[src/rtl/mem_slave_pkg.sv]
// rtl/mem_slave_pkg.sv - shared types and constants for the mem_slave block
package mem_slave_pkg;

    typedef enum logic [1:0] {
        IDLE = 2'd0,
        WAIT = 2'd1,
        ACK  = 2'd2
    } state_t;

    localparam logic CMD_READ  = 1'b0;
    localparam logic CMD_WRITE = 1'b1;

    // Wide enough for the largest supported wait-state count (15).
    localparam int CNT_W = 4;

endpackage

[src/rtl/mem_slave_if.sv]
// rtl/mem_slave_if.sv - req/cmd/ack crossbar slave port bundle
interface mem_slave_if #(
    parameter int DW = 32,
    parameter int AW = 32
);
    logic              req_i;
    logic              cmd_i;
    logic [AW-1:0]     addr_i;
    logic [DW-1:0]     wdata_i;
    logic [DW/8-1:0]   be_i;
    logic [DW-1:0]     rdata_o;
    logic              ack_o;
    logic              err_o;

    modport master (
        output req_i, cmd_i, addr_i, wdata_i, be_i,
        input  rdata_o, ack_o, err_o
    );

    modport slave (
        input  req_i, cmd_i, addr_i, wdata_i, be_i,
        output rdata_o, ack_o, err_o
    );
endinterface

[src/rtl/mem_slave_array.sv]
// rtl/mem_slave_array.sv - word storage with byte-enabled write and registered read
module mem_slave_array #(
    parameter int DW    = 32,
    parameter int DEPTH = 16,
    parameter int IW    = $clog2(DEPTH)
) (
    input  logic            clk,
    input  logic            rst_n,
    input  logic            we,
    input  logic            re,
    input  logic [IW-1:0]   idx,
    input  logic [DW-1:0]   wdata,
    input  logic [DW/8-1:0] be,
    output logic [DW-1:0]   rdata
);
    logic [DW-1:0] mem [DEPTH];

    // Read data is zero in every cycle without a read so it doubles as the qualified output.
    always_ff @(posedge clk or negedge rst_n) begin
        if (!rst_n) begin
            for (int i = 0; i < DEPTH; i++) begin
                mem[i] <= '0;
            end
            rdata <= '0;
        end else begin
            rdata <= re ? mem[idx] : '0;
            if (we) begin
                for (int b = 0; b < DW/8; b++) begin
                    if (be[b]) begin
                        mem[idx][8*b +: 8] <= wdata[8*b +: 8];
                    end
                end
            end
        end
    end
endmodule

[src/rtl/mem_slave.sv]
// rtl/mem_slave.sv - addressable memory slave with wait states; MEM_SLAVE_ADDR_ERR_EN enables range errors
module mem_slave
    import mem_slave_pkg::*;
#(
    parameter int DW      = 32,
    parameter int AW      = 32,
    parameter int DEPTH   = 16,
    parameter int LATENCY = 0
) (
    input  logic          clk_i,
    input  logic          reset_ni,
    mem_slave_if.slave    bus
);
    localparam int IW = $clog2(DEPTH);

    state_t             state, state_next;
    logic [CNT_W-1:0]   cnt, cnt_next;
    logic               cmd_q;
    logic [AW-1:0]      addr_q;
    logic [DW-1:0]      wdata_q;
    logic [DW/8-1:0]    be_q;
    logic               ack_q, err_q;

    logic               idle, enter_ack;
    logic               sel_cmd;
    logic [AW-1:0]      sel_addr;
    logic [DW-1:0]      sel_wdata;
    logic [DW/8-1:0]    sel_be;
    logic [IW-1:0]      idx;
    logic               in_range, range_err;
    logic               we, re;

    // With zero wait states the access happens on the accepting edge, so take the live request.
    assign idle      = (state == IDLE);
    assign sel_cmd   = idle ? bus.cmd_i   : cmd_q;
    assign sel_addr  = idle ? bus.addr_i  : addr_q;
    assign sel_wdata = idle ? bus.wdata_i : wdata_q;
    assign sel_be    = idle ? bus.be_i    : be_q;
    assign idx       = sel_addr[IW-1:0];

`ifdef MEM_SLAVE_ADDR_ERR_EN
    assign in_range  = (sel_addr < AW'(DEPTH));
    assign range_err = !in_range;
`else
    logic addr_hi_unused;
    assign addr_hi_unused = ^sel_addr[AW-1:IW];
    assign in_range  = ({1'b0, idx} < (IW+1)'(DEPTH));
    assign range_err = 1'b0;
`endif

    always_comb begin
        state_next = state;
        cnt_next   = cnt;
        unique case (state)
            IDLE: begin
                if (bus.req_i) begin
                    if (LATENCY > 0) begin
                        state_next = WAIT;
                        cnt_next   = CNT_W'(LATENCY - 1);
                    end else begin
                        state_next = ACK;
                    end
                end
            end
            WAIT: begin
                if (cnt == '0) begin
                    state_next = ACK;
                end else begin
                    cnt_next = cnt - 1'b1;
                end
            end
            ACK:     state_next = IDLE;
            default: state_next = IDLE;
        endcase
    end

    assign enter_ack = (state_next == ACK);
    assign we = enter_ack && (sel_cmd == CMD_WRITE) && in_range;
    assign re = enter_ack && (sel_cmd == CMD_READ)  && in_range;

    always_ff @(posedge clk_i or negedge reset_ni) begin
        if (!reset_ni) begin
            state   <= IDLE;
            cnt     <= '0;
            cmd_q   <= CMD_READ;
            addr_q  <= '0;
            wdata_q <= '0;
            be_q    <= '0;
            ack_q   <= 1'b0;
            err_q   <= 1'b0;
        end else begin
            state <= state_next;
            cnt   <= cnt_next;
            ack_q <= enter_ack;
            err_q <= enter_ack && range_err;
            if (idle && bus.req_i) begin
                cmd_q   <= bus.cmd_i;
                addr_q  <= bus.addr_i;
                wdata_q <= bus.wdata_i;
                be_q    <= bus.be_i;
            end
        end
    end

    mem_slave_array #(
        .DW    (DW),
        .DEPTH (DEPTH),
        .IW    (IW)
    ) u_array (
        .clk   (clk_i),
        .rst_n (reset_ni),
        .we    (we),
        .re    (re),
        .idx   (idx),
        .wdata (sel_wdata),
        .be    (sel_be),
        .rdata (bus.rdata_o)
    );

    assign bus.ack_o = ack_q;
    assign bus.err_o = err_q;
endmodule

[src/flat_wrapper.sv]
// flat-port wrapper written by rule: the top's interface ports become plain ports
module mem_slave_flat import mem_slave_pkg::*;
#(
    parameter int DW      = 32,
    parameter int AW      = 32,
    parameter int DEPTH   = 16,
    parameter int LATENCY = 0
)
  (clk_i, reset_ni, bus_req_i, bus_cmd_i, bus_addr_i, bus_wdata_i, bus_be_i, bus_rdata_o, bus_ack_o, bus_err_o);
  mem_slave_if #(.DW(DW), .AW(AW)) bus_i ();
  input  logic clk_i;
  input  logic reset_ni;
  input wire logic [$bits(bus_i.req_i)-1:0] bus_req_i;
  input wire logic [$bits(bus_i.cmd_i)-1:0] bus_cmd_i;
  input wire logic [$bits(bus_i.addr_i)-1:0] bus_addr_i;
  input wire logic [$bits(bus_i.wdata_i)-1:0] bus_wdata_i;
  input wire logic [$bits(bus_i.be_i)-1:0] bus_be_i;
  output wire logic [$bits(bus_i.rdata_o)-1:0] bus_rdata_o;
  output wire logic [$bits(bus_i.ack_o)-1:0] bus_ack_o;
  output wire logic [$bits(bus_i.err_o)-1:0] bus_err_o;
  assign bus_i.req_i = bus_req_i;
  assign bus_i.cmd_i = bus_cmd_i;
  assign bus_i.addr_i = bus_addr_i;
  assign bus_i.wdata_i = bus_wdata_i;
  assign bus_i.be_i = bus_be_i;
  assign bus_rdata_o = bus_i.rdata_o;
  assign bus_ack_o = bus_i.ack_o;
  assign bus_err_o = bus_i.err_o;
  mem_slave #(.DW(DW), .AW(AW), .DEPTH(DEPTH), .LATENCY(LATENCY)) u_core (.clk_i(clk_i), .reset_ni(reset_ni), .bus(bus_i));
endmodule
[config.mk]
export PLATFORM = sky130hd
export DESIGN_NAME = mem_slave_flat
export DESIGN_NICKNAME = d
export VERILOG_FILES = /design/src/rtl/mem_slave_pkg.sv /design/src/rtl/mem_slave_if.sv /design/src/rtl/mem_slave_array.sv /design/src/rtl/mem_slave.sv /design/src/flat_wrapper.sv
export SDC_FILE = /design/constraint.sdc
export NUM_CORES = 1
export LEC_CHECK = 0
export BUFFER_PORTS_ARGS = -buffer_cell sky130_fd_sc_hd__buf_2
export CAP_MARGIN = 20
export CORE_MARGIN = 4
export CORE_UTILIZATION = 40
export DETAILED_ROUTE_END_ITERATION = 10
export PLACE_DENSITY = 0.67
export RECOVER_POWER = 50
export SYNTH_ARGS = -nofsm -noshare
export SYNTH_HDL_FRONTEND = slang
export SYNTH_SLANG_ARGS = --single-unit
[constraint.sdc]
create_clock -name clk_i -period 5.2 [get_ports clk_i]
set_clock_uncertainty 0.05 [all_clocks]
set_input_delay 0.26 -clock clk_i [delete_from_list [all_inputs] [get_ports clk_i]]
set_output_delay 0.26 -clock clk_i [all_outputs]
set_load 0.02 [all_outputs]
==> results.cfg, run 1 <==
[min_path]
hold_path.class = in -> reg
holdPathEnd = u_core.cmd_q
hold_path_depth = 2
min_from = bus_cmd_i

[global_route]
grt_overflow = 0
grtUsageMet3_pct = 3.365
busiest_layer = met2
grt_pass1_wl_um = 104000
use_met1_pct = 25.86
grt_pass1_vias = 17380
grt_max_degree = 162
track_usage_pct = 18.90
grtUsageMet2_pct = 30.68
antenna_found_initial = 3

[finish]
fill_cells = 5867
drive_gt1_share_pct = 39.28
fin_nets = 2082
multiInputGateArea_um2 = 11500
final_cell_mix = dfrtp_1 (592), mux2_2 (564), mux2_1 (162), nand2_1 (129), o22ai_1 (91)
final_area_um2 = 30580
seq_area_um2 = 14810
layout_commonest_cell = dfrtp_1
syn2layout_area_growth_pct = 14.02

[critical_path]
rrSetupSlack_ns = 1.18
arrival_ns = 4.46
endpoint_kind = flip-flop
crit_path_frequent_cell = buf_4
ff2ff_path_depth = 7
cp-start-kind = flip-flop
reg2reg_from = u_core.state[0]
crit_type = reg -> reg
r2r_end = u_core.u_array.mem[53]
worstPathMaxFanout = 32
crit_required_ns = 5.64
worstPathCellList = or2_2 > buf_4 > nand3b_1 > a21boi_2 > buf_4 > nand3_1 > mux2_2
cp_slowest_cell = dfrtp_1
startpoint = u_core.state[0]
slowest_delay_ns = 0.72

[logic_synthesis]
async_flop_share_pct = 100.0
synth-main-ff-cell = dfrtp_1
synth-seq-cells = 592
synth-edff-count = 0
synth_cell_type_count = 49
netlist_area_um2 = 26820
ys_warn_count = 0
ys_seq_area_share_pct = 55.24
syn_nets = 1988
syn_area_per_cell_um2 = 14.00
synth_cells = 1915

[sta]
tns_ns = 0
fin_crit_sh_pct = 77.39
hold_viol = 0
slew_viol_final = 362
relSlewSlack_pct = -86.60
fmax_mhz = 248.5
worstMarginPinSlew_ns = 2.799
rsz0062_at_grt = no
setup_viol = 0
period_needed_ns = 4.024

[cts]
clk_pin_slew_ns = 0.06
cts_buffers = 60
cts.repair.resized = 0
cts_tree = yes
clock-sinks = 592
clockBufferDepth = 3
clk_latency_ns = 0.61
hold_buffers = 41
post_cts_buffers = 0
htree_levels = 2
root_buffer = clkbuf_16

[run]
max_cap_viol_count = 3

[floorplanning]
initial_core_util_pct = 40.58
rows = 94
die_w_um = 266.9
fp.coreArea_um2 = 66100
die_area_um2 = 71250
die_y_um = 266.9
io_pins = 106

[status]
status = finished, violations left
violations = capacitance limit, slew limit

[place]
place_congestion = 0.7866
placed_area_um2 = 28100
hpwl_um = 41980
place.port_buffers = 76

[pwr]
peakVddDrop_v = 0.0002866
power_density_nw_per_um2 = 406.6
leakagePower_uw = 0.01206

[route]
first_iter_violations = 1146
vias = 16340
via_per_inst = 5.592
wl_um = 67770
drc_errors = 0
wl_per_cell_um = 23.19
detail-route-antenna-nets = 0
firstDrtPassIters = 6
==> synth_stat cells (7+ instances only) <==
cell type  count  area (µm²)
mux2_2       563        6340
o22ai_1       91       569.3
buf_4          7       52.55
o21bai_1      16       120.1
nor2_1        16       60.06
dfrtp_1      592       14810
nand3_1       13       65.06
clkbuf_1      58       217.7
a221o_1       15       150.1
buf_2         38       190.2
nor2_2        20       125.1
nand2_1      129       484.2
nand2_2       25       156.4
nand2b_1       8       50.05
mux2_1       163        1836
mux4_2        22       495.5
nor4_1        31       193.9
mux2i_1       39       390.4
==> critical path: cells and delay by family (launching register included) <==
| kind | cells | cell delay (ns) |
|---|---|---|
| AO/OA/AOI/OAI | 1 | 0.59 |
| buffers and inverters | 2 | 0.80 |
| flip-flops | 1 | 0.72 |
| multiplexers | 1 | 0.50 |
| AND/OR/NAND/NOR | 3 | 1.22 |
==> kinds of logic after synthesis <==
logic type / share of synthesized area [%]
AO/OA/AOI/OAI: 3.956
XOR/XNOR: 0.06533
adder cells (fa/ha/maj): 0.04665
buffers and inverters: 1.931
flip-flops: 55.24
multiplexers: 33.87
other: 0.01398
AND/OR/NAND/NOR: 4.880
==> per-layer routing <==
metal  share of wire [%]  vias up
li1                    -     7221
met1                  44     8615
met2                  47      389
met3                 5.9      117
met4                 3.1        2
met5               0.019        -
==> how the worst max path moves through the flow <==
stage	to	slack (ns)
finish	u_core.u_array.mem[53]	1.18
global route	u_core.u_array.mem[54]	1.00
CTS	u_core.u_array.mem[53]	1.24
detailed placement	u_core.u_array.mem[53]	1.27
global placement	u_core.u_array.rdata[24]	1.29
floorplan	u_core.u_array.mem[480]	2.92
==> report_power, final <==
group / leakage [µW] / switching (µW) / internal [µW]
logic: 0.00433 / 949 / 1030
registers: 0.00667 / 386 / 5390
clock network: 0.00105 / 1800 / 2880
total: 0.0121 / 3130 / 9300
==> layout make-up <==
type                    count  area share [%]
repair buffers            143           3.318
flip-flops and latches    592           48.44
multi-input cells        1208           37.60
clock inverters            21           1.277
inverters                   4         0.04910
well taps                 864           3.535
clock buffers              89           5.761
diodes                      2         0.01637
==> stage by stage <==
stage | hold slack [ns] | power (µW) | util [%] | setup WS (ns) | std cells
after global routing | 0.06768 | 12990 | 46.26 | 1.001 | 2921
after CTS | 0.03540 | 12550 | 46.39 | 1.244 | 2921
after global placement | 0.2644 | 7677 | 42.47 | 1.289 | 2768
after detailed placement | 0.2759 | 7831 | 42.51 | 1.266 | 2770
final | 0.08993 | 12430 | 46.27 | 1.176 | 2923
after floorplan | -0.08559 | 7202 | - | 2.921 | 1915
==> flip-flops by register name, summed over array words and instances, names as in the netlist <==
| register | flops |
|---|---|
| u_core.u_array.mem | 512 |
| u_core.u_array.rdata | 32 |
| u_core.wdata_q | 32 |
| u_core.addr_q | 4 |
| u_core.be_q | 4 |
| u_core.cnt | 4 |
| u_core.state | 2 |
| u_core.bus.ack_o | 1 |
| u_core.cmd_q | 1 |
No activity file was read; power rests on OpenSTA's default activity.
==> inputs of run 2 (changes only) <==
--- a/config.mk
+++ b/config.mk
@@ -5,6 +5,7 @@
 export SDC_FILE = /design/constraint.sdc
 export NUM_CORES = 1
 export LEC_CHECK = 0
+export ABC_AREA = 1
 export BUFFER_PORTS_ARGS = -buffer_cell sky130_fd_sc_hd__buf_2
 export CAP_MARGIN = 20
 export CORE_MARGIN = 4
==> constraint.sdc (replaced) <==
create_clock -name clk_i -period 4 [get_ports clk_i]
set_clock_uncertainty 0.05 [all_clocks]
set_input_delay 0.2 -clock clk_i [delete_from_list [all_inputs] [get_ports clk_i]]
set_output_delay 0.2 -clock clk_i [all_outputs]
set_load 0.02 [all_outputs]
==> run 2 against run 1 <==
The run still ends with capacitance limit, slew limit left. Setup slack worse by 0.50 ns. Global-route usage rose by 1.2 points. Clock power increased by 28%. Sequential share of layout area decreased by 1.2 points. Register-to-register slack worse by 0.50 ns. Design area rose by 2.4%. Non-clock buffer count is 33 higher. Largest power group unchanged.
==> results.cfg, run 2 <==
[finish]
fill_cells = 6848
stdcell_count = 4642
largest_reg_flops = 512
drive_gt1_share_pct = 7.761
reg.largest.list = u_core.u_array.mem (512), u_core.u_array.rdata (32), u_core.wdata_q (32)
fin_nets = 3742
final_cell_mix = nand2_1 (1458), dfrtp_1 (592), o21ai_1 (520), inv_1 (313), nor2_1 (224)
diodes = 0
syn2layout_area_growth_pct = 13.05
largest_register = u_core.u_array.mem
layout_commonest_cell = nand2_1

[pwr]
power_uw = 15790
leakagePower_uw = 0.01540
peakVddDrop_v = 0.0002953
power_density_nw_per_um2 = 504.0

[logic_synthesis]
async_flop_share_pct = 100.0
netlist_area_um2 = 27710
yosysTopAreaCell = dfrtp_1
ys_seq_area_share_pct = 53.46
synth-seq-cells = 592
synth_common_cells = nand2_1 (1460), dfrtp_1 (592), o21ai_1 (510), inv_1 (313), nor2_1 (225)
yosysTopAreaCellShare_pct = 53.46
ys_warn_count = 0
yosys.cell_count.top_type = nand2_1
syn_area_per_cell_um2 = 7.629
synth-edff-count = 0
syn_nets = 3705
synth_cells = 3632
synth_area_leaders = dfrtp_1 (53%), nand2_1 (20%), o21ai_1 (9.2%)
synth_cell_type_count = 28
synth-main-ff-cell = dfrtp_1

[cts]
post_cts_buffers = 0
root_buffer = clkbuf_16
clk_pin_slew_ns = 0.06
cts_buffers = 66
cts_tree = yes
clk_latency_ns = 0.60
cts.repair.resized = 0
hold_buffers = 43
htree_levels = 3
clockBufferDepth = 3
clock-sinks = 592

[sta]
rsz0062_at_grt = no
relSlewSlack_pct = -30.57
fmax_mhz = 301.1
setup_viol = 0
period_needed_ns = 3.321
worst_slack_ns = 0.6790
hold_viol = 0
fin_crit_sh_pct = 83.02
worstMarginPinSlew_ns = 1.959
slew_viol_final = 74
tns_ns = 0

[critical_path]
rrSetupSlack_ns = 0.68
slowest_delay_ns = 0.61
crit_path_frequent_cell = nand2_1
endpoint_kind = flip-flop
reg2reg_from = u_core.state[1]
crit_required_ns = 4.40
cp_slowest_cell = nand2_1
worstPathMaxFanout = 46
arrival_ns = 3.72
worstPathCellList = inv_1 > nand2_1 > nand2_1 > nand2_8 > nand2_4 > nor2_2 > nand2_1 > nand2_1 > o21ai_1
r2r_end = u_core.u_array.mem[110]
cp-start-kind = flip-flop
ff2ff_path_depth = 9
crit_type = reg -> reg

[route]
wl_per_cell_um = 15.65
vias = 22560
first_iter_violations = 2098
wl_um = 72660
firstDrtPassIters = 6
detail-route-antenna-nets = 0
via_per_inst = 4.860
drc_errors = 0

[global_route]
grt_max_degree = 122
grt_pass1_wl_um = 119200
antenna_found_initial = 0
track_usage_pct = 20.07
grt_pass1_vias = 21670
grt_overflow = 0

[min_path]
hold_path.class = in -> reg
holdPathEnd = u_core.wdata_q[6]
min_from = bus_wdata_i[6]
hold_path_depth = 4

[place]
place.port_buffers = 76
hpwl_um = 42150
place_congestion = 0.7734
dp_slack_ns = 0.6993
dp.cells = 4487

[floorplanning]
fp.coreArea_um2 = 68590
io_pins = 106
die_w_um = 271.2
rows = 96
die_area_um2 = 73550
die_y_um = 271.2
initial_core_util_pct = 40.40

[run]
max_cap_viol_count = 1

[status]
violations = capacitance limit, slew limit
status = finished, violations left
run 2: critical path, delay by kind of cell, from the launching register on:
kind            cells  cell delay, ns
buf+inv             1            0.06
flops               1            0.38
simple gates        7            2.56
compound gates      1            0.08
run 2: cells by family (layout without fill, tap and decap cells):
kind of cell | count (synthesis) | in the layout | synth area share (%)
and+or+nand+nor | 1837 | 1837 | 26.48
AOI/OAI and AO/OA | 673 | 673 | 12.24
DFF | 592 | 592 | 53.46
buffers and inverters | 526 | 605 | 7.699
xor gates and xnor gates | 2 | 2 | 0.06323
adders and majority gates | 1 | 1 | 0.04515
other | 1 | 1 | 0.01353
run 2: how the worst max path moves through the flow:
stage                                     to  slack [ns]  cells after the start       startpoint
CTS                  u_core.u_array.mem[110]        0.65                      9  u_core.state[1]
global placement     u_core.u_array.mem[110]        0.70                      9  u_core.state[1]
finish               u_core.u_array.mem[110]        0.68                      9  u_core.state[1]
global route        u_core.u_array.rdata[14]        0.29                      3         reset_ni
floorplan            u_core.u_array.mem[198]        1.99                     13    u_core.cnt[0]
detailed placement   u_core.u_array.mem[111]        0.70                      9  u_core.state[1]
run 2: through the flow:
step / hold slack (ns) / utilization (%) / cell area [µm²]
2_1_floorplan: -0.1456 / - / 27710
3_3_place_gp: 0.1870 / 42.09 / 28870
3_5_place_dp: 0.1823 / 42.09 / 28870
4_1_cts: 0.1459 / 45.79 / 31400
5_1_grt: 0.3817 / 45.67 / 31330
6_report: 0.3696 / 45.67 / 31330
run 2: final cells by class:
type	count	area, µm²	share of cell area [%]
clock inverter	11	116.4	0.3715
tap	931	1165	3.719
timing repair buffer	176	1232	3.934
multi-input combinational	2514	10810	34.51
sequential	592	14810	47.29
clock buffer	99	1989	6.351
inverter	319	1197	3.822
run 2: where the power goes:
part / leakage, µW / switching (µW) / total, µW / internal (µW)
sequential: 0.00804 / 376 / 7120 / 6740
combinational: 0.00632 / 1770 / 2680 / 908
clock: 0.00104 / 2440 / 5990 / 3550
run 2: per-layer routing:
metal / part of all wire [%] / wire (µm) / GRT usage, % / vias up
met5: 0 / 0 / 0 / -
met4: 2.5 / 1846 / 5.556 / 0
met3: 6.3 / 4590 / 3.403 / 115
met2: 45 / 33010 / 32.58 / 620
met1: 46 / 33220 / 28.01 / 10500
li1: - / - / - / 11330
